--- src/rtl/frogger_pkg.sv ---
// Board-wide constants and small shared types for the Frogger design.
package frogger_pkg;

  localparam int unsigned CLK_FREQ_HZ            = 25_000_000;
  localparam int unsigned DEBOUNCE_MS            = 10;
  localparam int unsigned DEBOUNCE_LIMIT_DEFAULT = CLK_FREQ_HZ / 1000 * DEBOUNCE_MS;

  typedef struct packed {
    logic rise;
    logic fall;
  } sw_edge_t;

endpackage

--- src/rtl/sync_2ff.sv ---
// Two-flop synchroniser for a single asynchronous level; clears to 0 on reset.
module sync_2ff (
  input  logic clk_i,
  input  logic rst_ni,
  input  logic d_i,
  output logic q_o
);

  logic meta_q, sync_q;

  always_ff @(posedge clk_i or negedge rst_ni) begin
    if (!rst_ni) begin
      meta_q <= 1'b0;
      sync_q <= 1'b0;
    end else begin
      meta_q <= d_i;
      sync_q <= meta_q;
    end
  end

  assign q_o = sync_q;

endmodule

--- src/rtl/switch_debouncer.sv ---
// Push-button debouncer: output follows the synchronised pin only after it has
// held a new level for DEBOUNCE_LIMIT clocks; one-cycle rise/fall pulses included.
module switch_debouncer
  import frogger_pkg::*;
#(
  parameter int unsigned DEBOUNCE_LIMIT = DEBOUNCE_LIMIT_DEFAULT,
  parameter int unsigned CNT_W          = $clog2(DEBOUNCE_LIMIT)
) (
  input  logic i_Clk,
  input  logic i_Rst_n,
  input  logic i_Switch,
  output logic o_Switch_state,
  output logic o_Rise,
  output logic o_Fall
);

  localparam logic [CNT_W-1:0] CNT_MAX = CNT_W'(DEBOUNCE_LIMIT - 1);

  logic             sw_s;
  logic [CNT_W-1:0] cnt_q, cnt_d;
  logic             state_q, state_d;
  sw_edge_t         edge_q, edge_d;

  sync_2ff u_sync (
    .clk_i  (i_Clk),
    .rst_ni (i_Rst_n),
    .d_i    (i_Switch),
    .q_o    (sw_s)
  );

  // Any sample agreeing with the current output restarts the count, so a
  // bounce never accumulates credit toward a change.
  always_comb begin
    cnt_d   = '0;
    state_d = state_q;
    edge_d  = '0;
    if (sw_s != state_q) begin
      if (cnt_q == CNT_MAX) begin
        state_d     = sw_s;
        edge_d.rise = sw_s;
        edge_d.fall = ~sw_s;
      end else begin
        cnt_d = cnt_q + CNT_W'(1);
      end
    end
  end

  always_ff @(posedge i_Clk or negedge i_Rst_n) begin
    if (!i_Rst_n) begin
      cnt_q   <= '0;
      state_q <= 1'b0;
      edge_q  <= '0;
    end else begin
      cnt_q   <= cnt_d;
      state_q <= state_d;
      edge_q  <= edge_d;
    end
  end

  assign o_Switch_state = state_q;
  assign o_Rise         = edge_q.rise;
  assign o_Fall         = edge_q.fall;

endmodule

--- config.mk ---
export PLATFORM = sky130hd
export DESIGN_NAME = switch_debouncer
export DESIGN_NICKNAME = d
export VERILOG_FILES = /design/src/rtl/frogger_pkg.sv /design/src/rtl/sync_2ff.sv /design/src/rtl/switch_debouncer.sv
export SDC_FILE = /design/constraint.sdc
export NUM_CORES = 1
export LEC_CHECK = 0
export CAP_MARGIN = 30
export CORE_UTILIZATION = 60
export DETAILED_ROUTE_END_ITERATION = 6
export PLACE_DENSITY = 0.8
export SYNTH_ARGS = -nofsm -noshare
export SYNTH_HDL_FRONTEND = slang
export SYNTH_SLANG_ARGS = --single-unit
--- constraint.sdc ---
create_clock -name i_Clk -period 3 [get_ports i_Clk]
set_input_delay 0.45 -clock i_Clk [delete_from_list [all_inputs] [get_ports i_Clk]]
set_output_delay 0.45 -clock i_Clk [all_outputs]
set_load 0.02 [all_outputs]
==> impl_metrics.toml, run 1 <==
[final_layout]
syn_to_final_growth_pct = 9.80
finalInstanceArea_sq_um = 1210
final_cells = 137
fin_util_pct = 69.9
antenna_cells = 0
layout_commonest_cell = "dfrtp_1"
drive_above_1_share_pct = 9.82
fin_nets = 117
final_cell_mix = "23 x dfrtp_1, 17 x nor2_1, 9 x xnor2_1"

[pwr]
peakVddDrop_v = 0.000275
clockPowerShare_pct = 28.5
seq_power_share_pct = 66.9
pwr-share-comb_pct = 4.5
switching_share_pct = 21.5
power_density_nw_per_um2 = 396
power.switching_mw = 0.103
power.leakage_nw = 0.480
finalPower_mw = 0.478
p_int_mw = 0.375

[worst_setup_path]
cp.required_ps = 3170
critPathTopFamily = "simple AND/OR/NAND/NOR gates"
slowest_delay_ps = 580
r2r-start = "cnt_q[0]"
r2r_setup_slack_ps = 740
crit_path_cell_trace = "ha_1 > nand4_4 > or4_1 > o31ai_4 > nor2_1"
crit_path_top_delay_cell = "o31ai_4"
cp-end-kind = "flop"
critPathBufInv = 0
rr_endpoint = "cnt_q[11]"
worst_ep_arrival_time_ps = 2430
crit_type = "reg -> reg"
cp-start-kind = "flop"
path_max_fanout = 17
reg2regPathDepth = 5

[clocking]
cts_resized = 0
cts_hold_buffers = 0
cts_tree = "yes"
post_cts_buffers = 0
clockBufferDepth = 2
htree_levels = 1
clock_sinks = 23
cts-root-buf = "clkbuf_4"
worstSkewPairLatency_ps = 300
clkTransAtPathRegs_ps = 110
cts_buffers = 3

[floorplan]
die_w_microns = 44.8
core_area_sq_um = 1730
ioPinCount = 6
start_util_pct = 63.6
die_y_microns = 44.8
die_area_sq_um = 2010
rows = 15

[timing]
rsz0062_at_grt = "no"
period_minus_slack_ps = 2260
tightest_slew_ps = 676
fmaxAchievable_mhz = 443
post-route-period-util_pct = 75.2
clock_skew_ps = 3.58
relSlewSlack_pct = 55.0
slew_violations = 0
fin_ws_ps = 743
setup_tns_ps = 0
final-hold-violation-count = 0
setup_viol = 0
hold_ws_ps = 374

[global_route]
grt_antenna_before_repair = 0
grt_pass1_wl_microns = 3030
track_usage_pct = 20.9
grt_remaining_overflow = 0
grt_pass1_vias = 724
grt_max_degree = 24

[min_path]
min_path_type = "reg -> reg"
min-delay-start = "u_sync.meta_q"
hold-path-endpoint = "u_sync.q_o"
hold_depth = 0

[synthesis]
syn_nets = 107
syn_area_sq_um = 1100
syn_avg_cell_area_sq_um = 10.7
synth.area.top_cells = "dfrtp_1 52%, xnor2_1 7.2%, nor2_1 5.8%, xor2_1 4.8%, nand4_1 4.0%"
ys_ff_latch = 23
synth_cell_types = 26
ys_seq_area_share_pct = 52.4
yosysTopAreaCellShare_pct = 52.4
synth_cells = 103
synth_top_area_cell = "dfrtp_1"
synthFlopType = "dfrtp_1"
yosysWarnings = 0
async_reset_ff_share_pct = 100
synth-edff-count = 0

[job]
drv_cap = 0

[placement]
hpwl_microns = 1310
postPlaceCellArea_sq_um = 1170
dp.cells = 132
gp_congestion = 0.806
preCtsSetupSlack_ps = 730
portBuffers = 5

[detailed_routing]
drt_pass1_iterations = 4
viasPerCell = 5.57
routedWlPerCell_microns = 13.0
first_iter_violations = 20
vias = 763
ant_nets = 0
drc = 0
wl_microns = 1780

[run_status]
status = "completed"
[cell type report]
class	instances	area, sq um
timing repair buffer	6	61.3
tap	25	31.3
sequential	23	576
inverter	3	11.3
fill	138	520
multi-input combinational	76	500
clock buffer	4	26.3
[how the worst max path moves through the flow]
stage | startpoint | end | slack [ps] | depth (start not counted)
global route | cnt_q[0] | cnt_q[13] | 610 | 5
detailed placement | cnt_q[0] | cnt_q[11] | 730 | 5
CTS | cnt_q[0] | cnt_q[11] | 720 | 5
finish | cnt_q[0] | cnt_q[11] | 740 | 5
floorplan | cnt_q[0] | o_Switch_state | 990 | 5
global placement | cnt_q[0] | cnt_q[16] | 820 | 5
[power by group through the flow]
stage	clock, mW	combinational [mW]	sequential, mW
floorplan	0	0.0109	0.325
global placement	0	0.0208	0.325
detailed placement	0	0.0205	0.326
CTS	0.143	0.0208	0.320
global route	0.157	0.0252	0.320
finish	0.136	0.0217	0.320
[sequential cells by signal (all words and copies together) (netlist names)]
signal	flops
cnt_q	18
o_Fall	1
o_Rise	1
o_Switch_state	1
u_sync.meta_q	1
u_sync.q_o	1
[synth_stat cells (2+ instances only)]
cell type / count
a21oi_1: 2
dfrtp_1: 23
inv_1: 3
nand2_1: 6
nand3_1: 3
nand4_1: 7
nor2_1: 17
nor3_1: 5
nor3b_1: 2
nor4_1: 3
or3_1: 3
or4_1: 2
xnor2_1: 9
xor2_1: 6
[metal layers]
layer  track usage [%]  wire length (microns)
met5                 0                      0
met4              9.09                     27
met1              29.1                    894
met2              32.4                    819
met3              3.60                     35
[logic make-up (layout without fill, tap and decap cells)]
group	Yosys count	in the layout	synth area share, %
fa+ha+maj	1	1	1.14
simple gates	54	54	27.1
flops	23	23	52.4
mux	1	1	1.37
xor+xnor	15	15	12.0
buf+inv	4	13	2.05
compound gates	5	5	3.99
[worst reg2reg max path, delay by kind of cell, from the launching register on]
family / cells / cell delay, ps
adders and majority gates: 1 / 290
AOI/OAI and AO/OA: 1 / 580
and+or+nand+nor: 3 / 830
DFF: 1 / 420
No activity file was read; power rests on OpenSTA's default activity.
==> run 2, diff against run 1 <==
--- a/config.mk
+++ b/config.mk
@@ -6,9 +6,9 @@
 export NUM_CORES = 1
 export LEC_CHECK = 0
 export CAP_MARGIN = 30
-export CORE_UTILIZATION = 60
+export CORE_UTILIZATION = 57
 export DETAILED_ROUTE_END_ITERATION = 6
-export PLACE_DENSITY = 0.8
+export PLACE_DENSITY = 0.76
 export SYNTH_ARGS = -nofsm -noshare
 export SYNTH_HDL_FRONTEND = slang
 export SYNTH_SLANG_ARGS = --single-unit
==> constraint.sdc (replaced) <==
create_clock -name i_Clk -period 2.3 [get_ports i_Clk]
set_input_delay 0.345 -clock i_Clk [delete_from_list [all_inputs] [get_ports i_Clk]]
set_output_delay 0.345 -clock i_Clk [all_outputs]
set_load 0.02 [all_outputs]
==> run 2 against run 1 <==
Net effect: total power up 30%; routed wire length up 0.45%; clock skew up 6.3 ps; highest routed layer unchanged.
==> impl_metrics.toml, run 2 (synthesized netlist as in run 1, its figures left out) <==
[worst_setup_path]
startpoint = "cnt_q[0]"
crit_type = "reg -> reg"
r2r-start = "cnt_q[0]"
cp.required_ps = 2490
endpoint = "o_Switch_state"
r2r_setup_slack_ps = 170
worst_ep_arrival_time_ps = 2320
cp-start-kind = "flop"
reg2regPathDepth = 5
rr_endpoint = "o_Switch_state"
cp-end-kind = "flop"
path_max_fanout = 7

[global_route]
grt_pass1_vias = 704
grt_remaining_overflow = 0
grt_max_degree = 24
grt_antenna_before_repair = 0
track_usage_pct = 20.3
grt_pass1_wl_microns = 3030

[timing]
final-hold-violation-count = 0
fmaxAchievable_mhz = 469
setup_viol = 0
setup_tns_ps = 0
post-route-period-util_pct = 92.7
fin_ws_ps = 169
period_minus_slack_ps = 2130
slew_violations = 0
rsz0062_at_grt = "no"
relSlewSlack_pct = 76.1
tightest_slew_ps = 356
clock_skew_ps = 9.84

[clocking]
clock_sinks = 23
clockBufferDepth = 2
cts_hold_buffers = 0
cts_resized = 0
cts_buffers = 3
cts_tree = "yes"
worstSkewPairLatency_ps = 300
post_cts_buffers = 0
cts-root-buf = "clkbuf_4"
htree_levels = 1
clkTransAtPathRegs_ps = 110

[final_layout]
final_cell_mix = "23 x dfrtp_1, 17 x nor2_1, 9 x xnor2_1"
layout_commonest_cell = "dfrtp_1"
final_cells = 139
fin_nets = 119
filler_cell_count = 140
finalInstanceArea_sq_um = 1220
largest_reg_flops = 18
drive_above_1_share_pct = 12.3
antenna_cells = 0
top_register = "cnt_q"
syn_to_final_growth_pct = 10.9

[detailed_routing]
first_iter_violations = 12
wl_met1_microns = 845
drc = 0
wl_microns = 1790
wl_met2_microns = 848
ant_nets = 0
top_layer = "met4"
viasPerCell = 5.55
routedWlPerCell_microns = 12.8
wl_met3_microns = 74
drt_pass1_iterations = 4
vias = 772

[pwr]
power_density_nw_per_um2 = 511
power.leakage_nw = 0.491
peakVddDrop_v = 0.000431

[floorplan]
die_area_sq_um = 2110
die_w_microns = 45.9
rows = 15
start_util_pct = 62.3
core_area_sq_um = 1760
ioPinCount = 6
die_y_microns = 45.9

[placement]
dp.cells = 135
portBuffers = 5
hpwl_microns = 1340
postPlaceCellArea_sq_um = 1190
gp_congestion = 0.891
preCtsSetupSlack_ps = 190

[job]
drv_cap = 0

[run_status]
status = "completed"

[min_path]
min_path_type = "reg -> reg"
min-delay-start = "u_sync.meta_q"
[run 2: worst min-delay path by stage]
stage               cells past startpoint          to  slack (ps)
floorplan                               0    cnt_q[0]          50
global placement                        0  u_sync.q_o         330
detailed placement                      0  u_sync.q_o         350
CTS                                     0  u_sync.q_o         370
global route                            0  u_sync.q_o         390
finish                                  0  u_sync.q_o         370
[run 2: through the flow]
step	power (mW)	util, %	hold slack (ps)
after floorplan	0.438	-	49.4
after global placement	0.455	67.5	333
after detailed placement	0.456	67.5	347
after CTS	0.634	69.1	375
after global routing	0.656	69.1	385
final	0.623	69.1	370
[run 2: power by group]
group	total, mW	internal, mW	switching (mW)
clock network	0.175	0.0647	0.110
registers	0.417	0.410	0.00668
logic	0.0316	0.0128	0.0187
total	0.623	0.488	0.136
[run 2: layout make-up]
type	count	area, sq um	share of cell area, %
clock buffers	3	22.5	1.85
clock inverters	1	5.00	0.411
inverters	3	11.3	0.924
multi-input cells	76	500	41.1
flip-flops and latches	23	576	47.2
well taps	25	31.3	2.57
repair buffers	8	72.6	5.95
[run 2: routing by layer]
metal  up-vias  global-route usage [%]
met4         0                    7.06
li1        384                       -
met3         2                    3.57
met1       372                    27.2
met5         -                       0
met2        14                    32.7
[run 2: critical path, stage by stage, from the launching register on]
cell and delay [ps]:
dfrtp_1 420, ha_1 300, nand4_4 160, or3_1 390
or4_4 450, mux2_4 310
==> run 3, diff against run 2 <==
--- a/config.mk
+++ b/config.mk
@@ -6,9 +6,11 @@
 export NUM_CORES = 1
 export LEC_CHECK = 0
 export CAP_MARGIN = 30
-export CORE_UTILIZATION = 57
+export CELL_PAD_IN_SITES_DETAIL_PLACEMENT = 1
+export CELL_PAD_IN_SITES_GLOBAL_PLACEMENT = 2
+export CORE_UTILIZATION = 38
 export DETAILED_ROUTE_END_ITERATION = 6
-export PLACE_DENSITY = 0.76
+export PLACE_DENSITY_LB_ADDON = 0.1
 export SYNTH_ARGS = -nofsm -noshare
 export SYNTH_HDL_FRONTEND = slang
 export SYNTH_SLANG_ARGS = --single-unit
==> run 3 against run 2 <==
Net effect: design area rose by 0.62%; fmax fell by 2.9%; routed wire length rose by 32%; critical path type unchanged; critical endpoint unchanged; highest routed layer unchanged.
==> impl_metrics.toml, run 3 (synthesized netlist as in run 1, its figures left out) <==
[worst_setup_path]
startpoint = "cnt_q[0]"
cp-start-kind = "flop"
crit_type = "reg -> reg"
path_max_fanout = 7
cp-end-kind = "flop"
rr_endpoint = "o_Switch_state"
reg2regPathDepth = 5
r2r_setup_slack_ps = 110
cp.required_ps = 2510
worst_ep_arrival_time_ps = 2400
r2r-start = "cnt_q[0]"

[global_route]
track_usage_pct = 16.9
grt_max_degree = 24
grt_remaining_overflow = 0
grt_antenna_before_repair = 0
grt_pass1_wl_microns = 4040
grt_pass1_vias = 837

[floorplan]
ioPinCount = 6
rows = 19
start_util_pct = 39.8
core_area_sq_um = 2760
die_area_sq_um = 3110
die_y_microns = 55.8
die_w_microns = 55.8

[timing]
setup_viol = 0
rsz0062_at_grt = "no"
tightest_slew_ps = 400
setup_tns_ps = 0
final-hold-violation-count = 0
slew_violations = 0
fmaxAchievable_mhz = 456
post-route-period-util_pct = 95.4
clock_skew_ps = 3.95
hold_ws_ps = 371
period_minus_slack_ps = 2190
fin_ws_ps = 106
relSlewSlack_pct = 73.1

[final_layout]
top_register = "cnt_q"
fin_nets = 119
drive_above_1_share_pct = 12.3
filler_cell_count = 322
largest_reg_flops = 18
layout_commonest_cell = "dfrtp_1"
antenna_cells = 0
final_cell_mix = "23 x dfrtp_1, 17 x nor2_1, 9 x xnor2_1"
syn_to_final_growth_pct = 11.6

[pwr]
clockPowerShare_pct = 29.5
seq_power_share_pct = 65.4
power.switching_mw = 0.150
peakVddDrop_v = 0.000305
power_density_nw_per_um2 = 521
pwr-share-comb_pct = 5.0
p_int_mw = 0.488
power.leakage_nw = 0.491
switching_share_pct = 23.6

[clocking]
clkTransAtPathRegs_ps = 130
clock_sinks = 23
cts_tree = "yes"
htree_levels = 1
cts_resized = 0
worstSkewPairLatency_ps = 310
post_cts_buffers = 0
cts_hold_buffers = 0
clockBufferDepth = 2
cts-root-buf = "clkbuf_4"
cts_buffers = 3

[placement]
preCtsSetupSlack_ps = 129
portBuffers = 5
hpwl_microns = 1670
gp_congestion = 0.826

[min_path]
min_path_type = "reg -> reg"
min-delay-start = "u_sync.meta_q"
hold-path-endpoint = "u_sync.q_o"
hold_depth = 0

[detailed_routing]
drc = 0
wl_microns = 2360
ant_nets = 0
drt_pass1_iterations = 4
vias = 808
viasPerCell = 5.57
first_iter_violations = 21
routedWlPerCell_microns = 16.3

[run_status]
status = "completed"

[job]
drv_cap = 0
[run 3: cell counts in the layout (fill, tap and decap cells not counted)]
No cell type changed its count.
[run 3: metrics by stage]
stage / area (sq um) / utilization (%) / total power [mW] / cells
after floorplan: 1100 / - / 0.438 / 103
after global placement: 1200 / 43.5 / 0.456 / 141
after detailed placement: 1200 / 43.5 / 0.458 / 141
after CTS: 1230 / 44.5 / 0.656 / 145
after global routing: 1230 / 44.5 / 0.670 / 145
final: 1230 / 44.5 / 0.638 / 145
[run 3: power by group through the flow]
stage / registers, mW / clock network, mW / logic, mW
after detailed placement: 0.425 / 0 / 0.0327
final: 0.418 / 0.188 / 0.0322
after CTS: 0.418 / 0.205 / 0.0331
after global routing: 0.419 / 0.214 / 0.0367
after global placement: 0.424 / 0 / 0.0319
after floorplan: 0.423 / 0 / 0.0143
[run 3: final cells by class]
type | instances | area (sq um) | area share, %
Clock buffer | 3 | 22.5 | 1.84
Clock inverter | 1 | 5.00 | 0.408
Inverter | 3 | 11.3 | 0.918
Multi-Input combinational cell | 76 | 500 | 40.8
Sequential cell | 23 | 576 | 46.9
Tap cell | 31 | 38.8 | 3.16
Timing Repair Buffer | 8 | 72.6 | 5.92
[run 3: routing by layer]
layer / share of wire, % / wire [microns] / GRT usage, %
met4: 0.97 / 23 / 6.07
met3: 2.8 / 66 / 5.12
met2: 47 / 1120 / 26.3
met5: 0 / 0 / 0
met1: 49 / 1160 / 22.3
[run 3: worst max-delay path, cell delays in order (launching register included)]
cell     delay, ps
dfrtp_1        440
ha_1           320
nand4_4        170
or3_1          390
or4_4          460
mux2_4         310
[run 3: worst max path at each step]
| stage | to | cells past startpoint |
|---|---|---|
| floorplan | o_Switch_state | 5 |
| global placement | o_Switch_state | 5 |
| detailed placement | o_Switch_state | 5 |
| CTS | o_Switch_state | 5 |
| global route | o_Switch_state | 5 |
| finish | o_Switch_state | 5 |
